**src/rtl/mux.sv**
```systemverilog
// Purpose: 1-bit 2:1 multiplexer, basic building block for the shared data path.
// Latency: purely combinational, zero cycles.
// Backpressure: none; output follows inputs and select immediately.
//
// Ports:
//   i_a   - input selected when i_sel = 0
//   i_b   - input selected when i_sel = 1
//   i_sel - select
//   o_y   - selected output
module mux (
    input  logic i_a,
    input  logic i_b,
    input  logic i_sel,
    output logic o_y
);

    assign o_y = i_sel ? i_b : i_a;

endmodule

```
**src/rtl/mux_arbiter.sv**
```systemverilog
// Purpose: two-requester arbiter with bounded hold time driving a shared muxed channel.
// Latency: grant appears one cycle after the request is sampled; data path is combinational.
// Backpressure: a requester keeps the grant while asserting req, but yields after MAX_HOLD
//               cycles if the other side is waiting; a lone requester holds indefinitely.
//
// Ports:
//   clk, reset        - clock and synchronous active-high reset
//   req_a / req_b     - channel requests
//   data_a / data_b   - requester payloads (WIDTH bits)
//   gnt_a / gnt_b     - current owner of the channel (one-hot or zero)
//   sel               - registered mux select, 0 = A, 1 = B
//   valid             - data_out carries granted payload
//   data_out          - shared channel, zero when no grant
module mux_arbiter #(
    parameter int WIDTH    = 4,
    parameter int MAX_HOLD = 4
) (
    input  logic             clk,
    input  logic             reset,
    input  logic             req_a,
    input  logic             req_b,
    input  logic [WIDTH-1:0] data_a,
    input  logic [WIDTH-1:0] data_b,
    output logic             gnt_a,
    output logic             gnt_b,
    output logic             sel,
    output logic             valid,
    output logic [WIDTH-1:0] data_out
);

    localparam logic [1:0] S_IDLE    = 2'd0;
    localparam logic [1:0] S_GRANT_A = 2'd1;
    localparam logic [1:0] S_GRANT_B = 2'd2;

    localparam logic SIDE_A = 1'b0;
    localparam logic SIDE_B = 1'b1;

    localparam logic [3:0] CNT_MAX = 4'(MAX_HOLD - 1);

    logic [1:0]       r_state;
    logic             r_sel;
    logic [3:0]       r_cnt;
    logic             r_last_served;

    logic [1:0]       w_nxt_state;
    logic [WIDTH-1:0] w_mux;

    // Next-state logic
    always_comb begin
        w_nxt_state = r_state;
        case (r_state)
            S_IDLE: begin
                if (req_a && !req_b)
                    w_nxt_state = S_GRANT_A;
                else if (req_b && !req_a)
                    w_nxt_state = S_GRANT_B;
                else if (req_a && req_b)
                    // Tie goes to whoever was not served most recently
                    w_nxt_state = (r_last_served == SIDE_A) ? S_GRANT_B : S_GRANT_A;
                else
                    w_nxt_state = S_IDLE;
            end
            S_GRANT_A: begin
                if (!req_a)
                    w_nxt_state = req_b ? S_GRANT_B : S_IDLE;
                else if (req_b && (r_cnt == CNT_MAX))
                    w_nxt_state = S_GRANT_B;
            end
            S_GRANT_B: begin
                if (!req_b)
                    w_nxt_state = req_a ? S_GRANT_A : S_IDLE;
                else if (req_a && (r_cnt == CNT_MAX))
                    w_nxt_state = S_GRANT_A;
            end
            default: w_nxt_state = S_IDLE;
        endcase
    end

    // State, select, hold counter and fairness history
    always_ff @(posedge clk) begin
        if (reset) begin
            r_state       <= S_IDLE;
            r_sel         <= SIDE_A;
            r_cnt         <= 4'd0;
            r_last_served <= SIDE_B;
        end else begin
            r_state <= w_nxt_state;
            if ((w_nxt_state == S_GRANT_A) && (r_state != S_GRANT_A)) begin
                r_sel         <= SIDE_A;
                r_last_served <= SIDE_A;
                r_cnt         <= 4'd0;
            end else if ((w_nxt_state == S_GRANT_B) && (r_state != S_GRANT_B)) begin
                r_sel         <= SIDE_B;
                r_last_served <= SIDE_B;
                r_cnt         <= 4'd0;
            end else if ((w_nxt_state == r_state) && (r_state != S_IDLE)
                         && (r_cnt != CNT_MAX)) begin
                // Saturating so a lone holder always yields on the next edge once contested
                r_cnt <= r_cnt + 4'd1;
            end
        end
    end

    // Outputs decoded from registered state only
    always_comb begin
        gnt_a = (r_state == S_GRANT_A);
        gnt_b = (r_state == S_GRANT_B);
        valid = gnt_a | gnt_b;
    end

    assign sel = r_sel;

    genvar gi;
    generate
        for (gi = 0; gi < WIDTH; gi++) begin : g_mux
            mux u_mux (
                .i_a   (data_a[gi]),
                .i_b   (data_b[gi]),
                .i_sel (r_sel),
                .o_y   (w_mux[gi])
            );
        end
    endgenerate

    assign data_out = w_mux & {WIDTH{valid}};

endmodule

```
**config.mk**
```make
export PLATFORM = sky130hd
export DESIGN_NAME = mux_arbiter
export DESIGN_NICKNAME = d
export VERILOG_FILES = /design/src/rtl/mux.sv /design/src/rtl/mux_arbiter.sv
export SDC_FILE = /design/constraint.sdc
export NUM_CORES = 1
export LEC_CHECK = 0
export ABC_CLOCK_PERIOD_IN_PS = 5300
export BUFFER_PORTS_ARGS = -buffer_cell sky130_fd_sc_hd__clkbuf_2
export CORE_MARGIN = 4
export CORE_UTILIZATION = 53
export DETAILED_ROUTE_END_ITERATION = 7
export PLACE_DENSITY = 0.81
export SLEW_MARGIN = 20
export SYNTH_ARGS = -nofsm -noshare
export SYNTH_HDL_FRONTEND = slang
export SYNTH_SLANG_ARGS = --single-unit
```
**constraint.sdc**
```tcl
create_clock -name clk -period 5.3 [get_ports clk]
set_input_delay 0.53 -clock clk [delete_from_list [all_inputs] [get_ports clk]]
set_output_delay 0.53 -clock clk [all_outputs]
set_load 0.05 [all_outputs]
```
# --- After elaboration in Yosys (flattened, before gate mapping) ---
# Index checks and enable logic that the tools add are counted.
op_classes:
  addsub: 1
  n_eq_ne: 9
  muxes: 17
  bitwise: 2
  n_reduce_logical: 16
op_table:
  columns: ["cell", "count"]
  rows:
  - ["2-bit two-way mux", 9]
  - ["1-bit logical AND", 9]
  - ["1-bit two-way mux", 7]
  - ["2-bit one-hot mux with 3 select lines", 1]
  - ["4-bit by 1-bit adder with 4-bit output (second input constant)", 1]
  - ["4-bit AND", 1]
  - ["2-bit by 1-bit == test with 1-bit output (second input constant)", 2]
  - ["2-bit == test (second input constant)", 2]
  - ["4-bit by 2-bit == test with 1-bit output (second input constant)", 1]
  - ["4-bit by 2-bit inequality test with 1-bit output (second input constant)", 1]
  - ["2-bit nonzero test", 2]
  - ["3-bit OR reduction", 1]
  - ["2-bit == test", 1]
  - ["1-bit logical NOT", 2]
  - ["2-bit logical NOT", 1]
  - ["2-bit by 1-bit inequality test with 1-bit output (second input constant)", 1]
  - ["2-bit inequality test (second input constant)", 1]
  - ["2-bit OR reduction", 1]
  - ["1-bit OR", 1]
totals:
  ff_bits: 8
  input_bits: 12
  wordCells: 49

# --- Longest topological paths before layout ---
# Gate-level depths: netlist (run 1).
logic_depth:
  word_depth: 9
  depth_mapped: 8
  ltp_nobuf: 7

# --- Cells and area by module ---
# Synthesis (run 1) repeated with hierarchy kept, for this count alone.
hier_totals:
  cells_unflattened: 81
  hier_area_um2: 763.2
modules_own_cells:
  columns: ["module", "n_inst", "cells_each", "area_each_um2"]
  rows:
  - ["mux_arbiter", 1, 77, 703.2]
  - ["mux", 4, 1, 15.0]

# --- Worst setup path before layout (run 1) ---
# OpenSTA, ideal clock, no wires.
synth_timing:
  kind: "flip-flop to flip-flop"
  start: "register r_state[0]"
  end: "register r_cnt[2]"
  setup_ps: 86
  arrival_ps: 2390
  t_required_ps: 5214
  slack_ps: 2825
  stages_incl_launch_ff: 9
  path_buffers: 1
  synth_period_minus_slack_ps: 2475
  path_cell_list: "dfxtp_1 inv_1 ha_1 nand3b_1 nor3_1 or4_1 buf_2 or4_1 a211oi_1"
synth_between:
  elab_cells_between_ends: 19
synth_rtl:
  columns: ["element", "line", "rtl"]
  rows:
  - ["start, declared", "mux_arbiter.sv:40", "logic [1:0] r_state;"]
  - ["start signal, assigned", "mux_arbiter.sv:87", "r_state <= w_nxt_state;"]
  - ["2-bit == test *", null, null]
  - ["named net gnt_b", "mux_arbiter.sv:25", "output logic gnt_b,"]
  - ["2-bit one-hot mux with 3 select lines *", "mux_arbiter.sv:51", "case (r_state)"]
  - ["2-bit by 1-bit == test with 1-bit output, or another cell as far along", "mux_arbiter.sv:88", "if ((w_nxt_state == S_GRANT_A) && (r_state != S_GRANT_A)) begin"]
  - ["1-bit logical AND (on tied branches)", "mux_arbiter.sv:88, mux_arbiter.sv:92, mux_arbiter.sv:96", null]
  - ["3-bit OR reduction (no source line) or 1-bit logical AND (tied branches)", null, null]
  - ["end signal, assigned", "mux_arbiter.sv:99", "r_cnt <= r_cnt + 4'd1;"]
  - ["end, declared", "mux_arbiter.sv:42", "logic [3:0] r_cnt;"]
# The timed path passes the listed nets; every way through them passes the cells marked *.
# A chain may end at the register's enable or synchronous reset.

# --- Worst setup path after layout (run 1) ---
layout_timing:
  start: "register r_state[0]"
  end: "register r_cnt[3]"
layout_between:
  elab_chain_cells: 6
  elab_cells_between_ends: 19
layout_lines:
  columns: ["element", "line"]
  rows:
  - ["2-bit two-way mux (on tied branches)", "mux_arbiter.sv:72, mux_arbiter.sv:66"]
  - ["2-bit two-way mux (on tied branches)", "mux_arbiter.sv:70, mux_arbiter.sv:64"]
  - ["2-bit one-hot mux with 3 select lines", "mux_arbiter.sv:51"]
  - ["2-bit by 1-bit == test with 1-bit output, or another cell as far along", "mux_arbiter.sv:88"]
  - ["1-bit logical AND (on tied branches)", "mux_arbiter.sv:88, mux_arbiter.sv:92, mux_arbiter.sv:96"]
  - ["3-bit OR reduction (no source line) or 1-bit logical AND (tied branches)", null]
# Several ways; a longest one is shown, not always the timed one.

==> results.cfg, run 1 <==
[outcome]
outcome = finished clean

[cts]
clockBufferDepth = 2
insertion_delay_ns = 0.25
h-tree-depth = 1
path_clk_slew_ns = 0.05
cts_setup_buffers = 0
numClockSinks = 8
tritoncts = done
postCtsHoldBufs = 0
cts_root_buf = clkbuf_4
numCtsBuffers = 3
cts_resized = 0

[yosys]
synth-async-reset-ratio_pct = 0
ys.flop_type = dfxtp_1
yosysTopAreaCell = dfxtp_1
synth_edf_count = 0
ys_seq_area_share_pct = 22.8
syn_area_per_cell_um2 = 8.27
synth_top_area_share_pct = 22.8
synthTopCellsByArea = dfxtp_1 (23%), ha_1 (8.9%), mux2i_1 (5.7%), o21ai_0 (5.7%), o32ai_2 (4.6%)
synth.ff_latch_count = 8
synth_common_cells = dfxtp_1 (8), o21ai_0 (8), inv_1 (7), ha_1 (5), nor2b_1 (5)
syn-num-nets = 102
synth_warnings = 0
syn_inst = 85
synth_area_um2 = 703
synth_cell_type_count = 33

[die]
die_w_um = 44.4
start_util_pct = 60.0
die_height_um = 44.4
num_io_pins = 20
core_mm2 = 0.00117
num_rows = 12
die_area_mm2 = 0.00197

[finish]
nets = 123
drive_gt1_share_pct = 26.9
finish.utilization_pct = 70.2
instances_no_fill = 118
design_area_um2 = 822
syn2layout_area_growth_pct = 16.9
diodes = 0

[routing]
firstDrtPassIters = 4
wl_per_cell_um = 13.6
route.vias.total = 729
via_per_inst = 6.18
wl_mm = 1.60
ant_nets = 0
drc = 0
drt_iter0_drc = 17

[min_path]
min_from = reset
hold_path_class = in -> reg
whs_endpoint = r_state[1]
holdPathStages = 2

[timing]
max_freq_mhz = 420
skew_ns = 0.00149
rsz0062_at_grt = false
slew-limit-headroom_pct = 67.1
setup_viol = 0
finalHoldViolations = 0
fin_crit_ns = 2.38
worst_pin_slew_ns = 0.494
slew_viol_final = 0
period_share_pct = 44.9
holdWs_ns = 0.482
final.setup.tns_ns = 0

[worst_setup_path]
critPathMaxStageDelay_ns = 0.63
cp_slowest_cell = or4_1
worst_r2r_path_depth = 7
path_class = reg -> reg
crit_fanout = 8
cp_cell_sequence = inv_1, ha_1, nand3b_1, nor3_1, or4_1, or4_1, a211oi_1
cp_common_cell = or4_1
timing.rr.start = r_state[0]
arrival_ns = 2.55
crit_required_ns = 5.47
cp-start-kind = flip-flop
r2r_end = r_cnt[3]
worst_setup_path_end_kind = flip-flop
critPathBufInv = 1
cpLargestDelayFamily = simple AND/OR/NAND/NOR gates
r2r_slack_ns = 2.92

[power_and_ir_drop]
power.leakage_nw = 0.345
power_density_mw_per_mm2 = 267
irDropWorstVdd_mv = 0.168

[placement]
dp_cells = 115
hpwl_mm = 1.27
io_buffers = 19
place_area_um2 = 800
finalWeightedCongestion = 0.884

[run]
cap_violations = 0

[grt]
first_global_vias = 674
antenna_found_initial = 0
grt_max_degree = 12
overflow = 0
grt_usage_pct = 18.3
grt_pass1_wl_mm = 2.72
[per-stage QoR]
stage / setup WS [ns] / total power [mW]
6_report: 2.92 / 0.220
3_5_place_dp: 2.93 / 0.174
5_1_grt: 2.71 / 0.236
2_1_floorplan: 2.82 / 0.153
3_3_place_gp: 3.00 / 0.172
4_1_cts: 2.92 / 0.220
[worst register-to-register path, stage by stage (launching register included)]
cell	delay [ns]
dfxtp_1	0.44
inv_1	0.13
ha_1	0.28
nand3b_1	0.12
nor3_1	0.05
or4_1	0.63
or4_1	0.43
a211oi_1	0.22
[per-layer routing]
metal / wire [um] / vias up / track usage (%)
met2: 721 / 40 / 28.5
met1: 707 / 325 / 23.8
met3: 154 / 3 / 4.88
met5: 0 / - / 0
met4: 17 / 0 / 7.23
li1: - / 361 / -
[power by group]
| group | total (mW) | leakage (nW) | switching (mW) | internal (mW) |
|---|---|---|---|---|
| Combinational | 0.100 | 0.266 | 0.0665 | 0.0340 |
| Sequential | 0.0727 | 0.0651 | 0.00761 | 0.0651 |
| Clock | 0.0466 | 0.0138 | 0.0207 | 0.0259 |
[cell families after synthesis]
family	after synthesis	share of synthesized area, %
simple gates	31	26.9
buf+inv	10	6.05
fa+ha+maj	5	8.90
mux	4	5.69
compound gates	27	29.7
flops	8	22.8
[registers in the layout (all words and copies together), names as in the netlist]
signal         count
r_cnt              4
r_state            2
r_last_served      1
sel                1
[cell usage in the layout, fill, tap and decap left out, types with 2 or more instances in the layout]
| cell | instances |
|---|---|
| or3_1 | 2 |
| clkbuf_4 | 3 |
| nand3_1 | 3 |
| clkbuf_2 | 19 |
| nor2_1 | 3 |
| inv_1 | 7 |
| nor3_1 | 2 |
| o32ai_2 | 2 |
| o31ai_1 | 2 |
| o21a_1 | 2 |
| a211oi_1 | 4 |
| or4_1 | 3 |
| nor2b_1 | 5 |
| mux2i_1 | 4 |
| ha_1 | 5 |
| a21oi_1 | 2 |
| nand3b_1 | 2 |
| dfxtp_1 | 8 |
| o21ai_0 | 8 |
| o21bai_1 | 2 |
| nand2_1 | 4 |
| and2_1 | 2 |
[area by class of cell]
type | instances | area, um2
tap | 14 | 17.5
multi-input combinational | 67 | 500
fill | 94 | 349
timing repair buffer | 19 | 95.1
sequential | 8 | 160
clock buffer | 3 | 22.5
inverter | 7 | 26.3
[worst max path at each step]
stage / from / to / cells after the start
4_1_cts: r_state[0] / r_cnt[3] / 7
3_3_place_gp: r_state[0] / r_cnt[2] / 7
3_5_place_dp: r_state[0] / r_cnt[3] / 7
5_1_grt: r_state[0] / r_cnt[3] / 7
2_1_floorplan: r_state[0] / r_cnt[2] / 8
6_report: r_state[0] / r_cnt[3] / 7
(Power assumes the default switching activity.)
==> run 2, diff against run 1 <==
Settings changed: ABC_CLOCK_PERIOD_IN_PS 5300 to 2000, CORE_UTILIZATION 53 to 45, PLACE_DENSITY 0.81 to 0.73.
Clock period 5.3 ns to 2 ns, I/O delays scaled along.
==> run 2 against run 1 <==
Compared with the run above: the flow now finishes with violations (setup timing); setup slack worse by 3.0 ns; first-iteration DRC count stayed put; power grew to 3.4 times the previous value; combinational power grew to 4.1 times the previous value; cell count is 20% higher; critical path depth is 1 lower; register-to-register slack worse by 3.0 ns; clock power grew to 3.0 times the previous value; non-clock buffer count is 21 higher; utilization is 7.9 points higher; critical path type unchanged.
==> results.cfg, run 2 (synthesized netlist as in run 1, its figures left out) <==
[outcome]
outcome = finished, violations left
violations = setup timing

[grt]
grt_pass1_wl_mm = 3.24
grt_max_degree = 12
first_global_vias = 751
overflow = 0
antenna_found_initial = 0
grt_usage_pct = 20.5

[finish]
nets = 144
syn2layout_area_growth_pct = 65.3
largestRegisters = r_cnt: 4 flops, r_state: 2 flops
diodes = 0
largest-register = r_cnt
drive_gt1_share_pct = 57.1
layout_common_cells = clkbuf_2 (19), buf_4 (19)
instances_no_fill = 142
largest_reg_flops = 4

[worst_setup_path]
cp_cell_sequence = ha_4, or3b_4, nand2_1, or4_4, or4_4, a211oi_2
cpLargestDelayFamily = simple AND/OR/NAND/NOR gates
cp-start-kind = flip-flop
worst_setup_path_end_kind = flip-flop
critPathBufInv = 0
crit_required_ns = 2.18
critPathMaxStageDelay_ns = 0.53
crit_fanout = 7
critPathLaunch = r_cnt[1]
cp_slowest_cell = or4_4
timing.rr.start = r_cnt[1]
arrival_ns = 2.26
path_class = reg -> reg
r2r_end = r_cnt[3]
cp_common_cell = or4_4
worst_r2r_path_depth = 6
r2r_slack_ns = -0.08

[min_path]
whs_endpoint = r_state[1]
hold_path_class = in -> reg
holdPathStages = 2
min_from = reset

[routing]
drt_iter0_drc = 17
ant_nets = 0
wl_per_cell_um = 16.2
drc = 0
route.vias.total = 849
via_per_inst = 5.98
wl_mm = 2.31
firstDrtPassIters = 5

[cts]
path_clk_slew_ns = 0.06
numCtsBuffers = 3
clockBufferDepth = 2
numClockSinks = 8
cts_root_buf = clkbuf_4
insertion_delay_ns = 0.26
h-tree-depth = 1
tritoncts = done
postCtsHoldBufs = 0

[power_and_ir_drop]
power.leakage_nw = 0.468
power_density_mw_per_mm2 = 639
irDropWorstVdd_mv = 0.424

[placement]
io_buffers = 19
pre_cts_ws_ns = -0.182
hpwl_mm = 1.51
finalWeightedCongestion = 0.880
dp_cells = 135

[timing]
setup_ws_ns = -0.0823
max_freq_mhz = 480
slew_viol_final = 0
final.setup.tns_ns = -0.163
setup_viol = 3
fin_crit_ns = 2.08
finalHoldViolations = 0
rsz0062_at_grt = true
period_share_pct = 104
skew_ns = 0.00341
slew-limit-headroom_pct = 68.1
worst_pin_slew_ns = 0.476

[die]
core_mm2 = 0.00149
die_area_mm2 = 0.00226
num_rows = 14
start_util_pct = 47.2
num_io_pins = 20
die_height_um = 47.5
die_w_um = 47.5

[run]
cap_violations = 0
run 2: cell types whose count changed in the layout (fill, tap and decap cells not counted), moves of 3 or more:
| cell | delta |
|---|---|
| buf_4 | +19 |
| ha_1 | -5 |
| ha_4 | +5 |
| nor2b_1 | -4 |
| nor2b_2 | +4 |
| a211oi_1 | -3 |
| a211oi_2 | +3 |
| dfxtp_1 | -3 |
| o21ai_0 | -3 |
run 2: timing repair:
action                     4_1_cts  5_1_grt
setup endpoints to repair        6        6
buffers inserted                 1        2
pin swaps                        4        4
gates resized for setup         11       16
gates cloned                     0        0
run 2: worst max-delay path by stage:
stage / depth (start not counted) / slack (ns) / end
floorplan: 8 / -0.08 / r_cnt[2]
global placement: 7 / -0.14 / r_cnt[3]
detailed placement: 7 / -0.18 / r_cnt[2]
CTS: 7 / -0.18 / r_cnt[3]
global route: 9 / -0.15 / r_cnt[3]
finish: 6 / -0.08 / r_cnt[3]
run 2: where the power goes:
part           switching (mW)  internal [mW]  total, mW
Combinational           0.236          0.175      0.411
Clock                  0.0608         0.0767      0.138
Sequential             0.0207          0.174      0.194
Total                   0.317          0.426      0.743
run 2: layer usage:
metal,global-route usage (%),part of all wire (%)
met3,2.26,3.4
met5,0,0
met2,34.2,54
met4,14.5,3.4
met1,24.3,39
run 2: cell type report:
type | count | area, um2
clock buffers | 4 | 26.3
fillers | 104 | 327
inverters | 7 | 28.8
multi-input cells | 67 | 658
flip-flops and latches | 8 | 169
well taps | 16 | 20.0
repair buffers | 40 | 260
run 2: stage by stage:
step                utilization [%]  power, mW  instance area [um2]  hold slack (ns)
floorplan                         -      0.424                  748            0.267
global placement               66.0      0.516                  982            0.406
detailed placement             66.0      0.525                  982            0.406
CTS                            71.6      0.699                 1070            0.133
global route                   78.1      0.789                 1160            0.147
finish                         78.1      0.743                 1160            0.141
==> run 3, diff against run 2 <==
Settings changed: MAX_ROUTING_LAYER set to met4.
==> run 3 against run 2 <==
Compared with the run above: the flow still finishes with violations (setup timing); first-iteration DRC count rose by 5.9%; power up 4.1%; register-to-register slack is essentially flat; maximum frequency decreased by 0.13%; critical endpoint is now r_cnt[1]; largest cell class unchanged.
==> results.cfg, run 3 (synthesized netlist as in run 1, its figures left out) <==
[cts]
postCtsHoldBufs = 0
h-tree-depth = 1
numCtsBuffers = 3
insertion_delay_ns = 0.26
tritoncts = done
cts_root_buf = clkbuf_4
numClockSinks = 8
clockBufferDepth = 2
path_clk_slew_ns = 0.06

[timing]
rsz0062_at_grt = true
slew_viol_final = 0
finalHoldViolations = 0
setup_viol = 4
skew_ns = 0.00805
fin_crit_ns = 2.09
max_freq_mhz = 480
slew-limit-headroom_pct = 66.5
setup_ws_ns = -0.0850
holdWs_ns = 0.158
period_share_pct = 104
worst_pin_slew_ns = 0.500

[routing]
wl_mm = 2.49
via_per_inst = 6.00
drt_iter0_drc = 18
firstDrtPassIters = 4
drc = 0
ant_nets = 0
route.vias.total = 852
wl_per_cell_um = 17.5

[min_path]
min_from = reset
hold_path_class = in -> reg

[power_and_ir_drop]
power.leakage_nw = 0.479
power_density_mw_per_mm2 = 636
irDropWorstVdd_mv = 0.484

[grt]
antenna_found_initial = 0
grt_usage_pct = 22.9
overflow = 0
grt_pass1_wl_mm = 3.55
first_global_vias = 806
grt_max_degree = 12

[worst_setup_path]
cp_cell_sequence = inv_4, buf_6, ha_4, o21bai_4, a2111oi_4, or4_4, or3_1, a211oi_2
critPathLaunch = r_state[1]
worst_setup_path_end_kind = flip-flop
critPathMaxStageDelay_ns = 0.48
cpLargestDelayFamily = simple AND/OR/NAND/NOR gates
timing.rr.start = r_state[1]
arrival_ns = 2.26
crit_required_ns = 2.17
cp_slowest_cell = or4_4
crit_fanout = 7
cp-start-kind = flip-flop
critPathBufInv = 2
path_class = reg -> reg

[finish]
finish.utilization_pct = 81.6
largest_reg_flops = 4
nets = 144
instances_no_fill = 142
final_common_cell = buf_4
design_area_mm2 = 0.00121
layout_common_cells = buf_4 (20), clkbuf_2 (19), inv_1 (5), ha_4 (5)
diodes = 0
largest-register = r_cnt
syn2layout_area_growth_pct = 72.8
largestRegisters = r_cnt: 4 flops, r_state: 2 flops
drive_gt1_share_pct = 63.5

[placement]
io_buffers = 19
place_area_um2 = 967
hpwl_mm = 1.58
dp_cells = 133
finalWeightedCongestion = 0.952

[die]
num_io_pins = 20
core_mm2 = 0.00149
die_w_um = 47.5
num_rows = 14
start_util_pct = 47.2
die_area_mm2 = 0.00226
die_height_um = 47.5

[run]
cap_violations = 0

[outcome]
outcome = finished, violations left
violations = setup timing
run 3: cell counts in the layout (fill, tap and decap cells not counted):
Identical to the previous run, type by type.
run 3: routing by layer:
| metal | wire [um] | vias to the layer above | GRT usage [%] | share of wire [%] |
|---|---|---|---|---|
| met1 | 943 | 421 | 26.1 | 38 |
| met2 | 1390 | 21 | 38.5 | 56 |
| li1 | - | 400 | - | - |
| met3 | 96 | 10 | 4.89 | 3.9 |
| met4 | 57 | 0 | 9.68 | 2.3 |
| met5 | 0 | - | - | 0 |
run 3: repair_timing:
action                                 in CTS  in global routing
endpoints found under the hold margin       0                  0
pin swaps                                   6                 11
setup buffers                               1                  4
setup endpoints to repair                   6                  6
gates resized for setup                    15                 23
run 3: worst reg2reg max path: cells and delay by family (launching register included):
kind | cells | cell delay, ns
AO/OA/AOI/OAI | 3 | 0.43
AND/OR/NAND/NOR | 2 | 0.90
flip-flops | 1 | 0.37
buffers and inverters | 2 | 0.15
adder cells (fa/ha/maj) | 1 | 0.15
run 3: cell type report:
type / count / area, um2
clock buffer: 4 / 26.3
fill: 95 / 274
inverter: 7 / 31.3
multi-input combinational: 67 / 711
sequential: 8 / 170
tap: 16 / 20.0
timing repair buffer: 40 / 256
run 3: power by group:
group / switching [mW] / internal, mW / total [mW]
Sequential: 0.0202 / 0.174 / 0.194
Combinational: 0.253 / 0.188 / 0.440
Clock: 0.0622 / 0.0767 / 0.139
run 3: final timing paths:
kind	to	slack [ns]	cells after the start
max	r_cnt[1]	-0.09	8
min	r_state[1]	0.16	2
max reg2reg	r_cnt[1]	-0.09	8
min reg2reg	r_cnt[3]	0.55	2
run 3: per-stage QoR:
step | worst slack [ns] | power, mW | TNS [ns]
finish | -0.0850 | 0.773 | -0.321
detailed placement | -0.279 | 0.521 | -0.895
CTS | -0.142 | 0.717 | -0.434
global route | -0.175 | 0.817 | -0.801
global placement | -0.215 | 0.513 | -0.690
floorplan | -0.0773 | 0.424 | -0.154
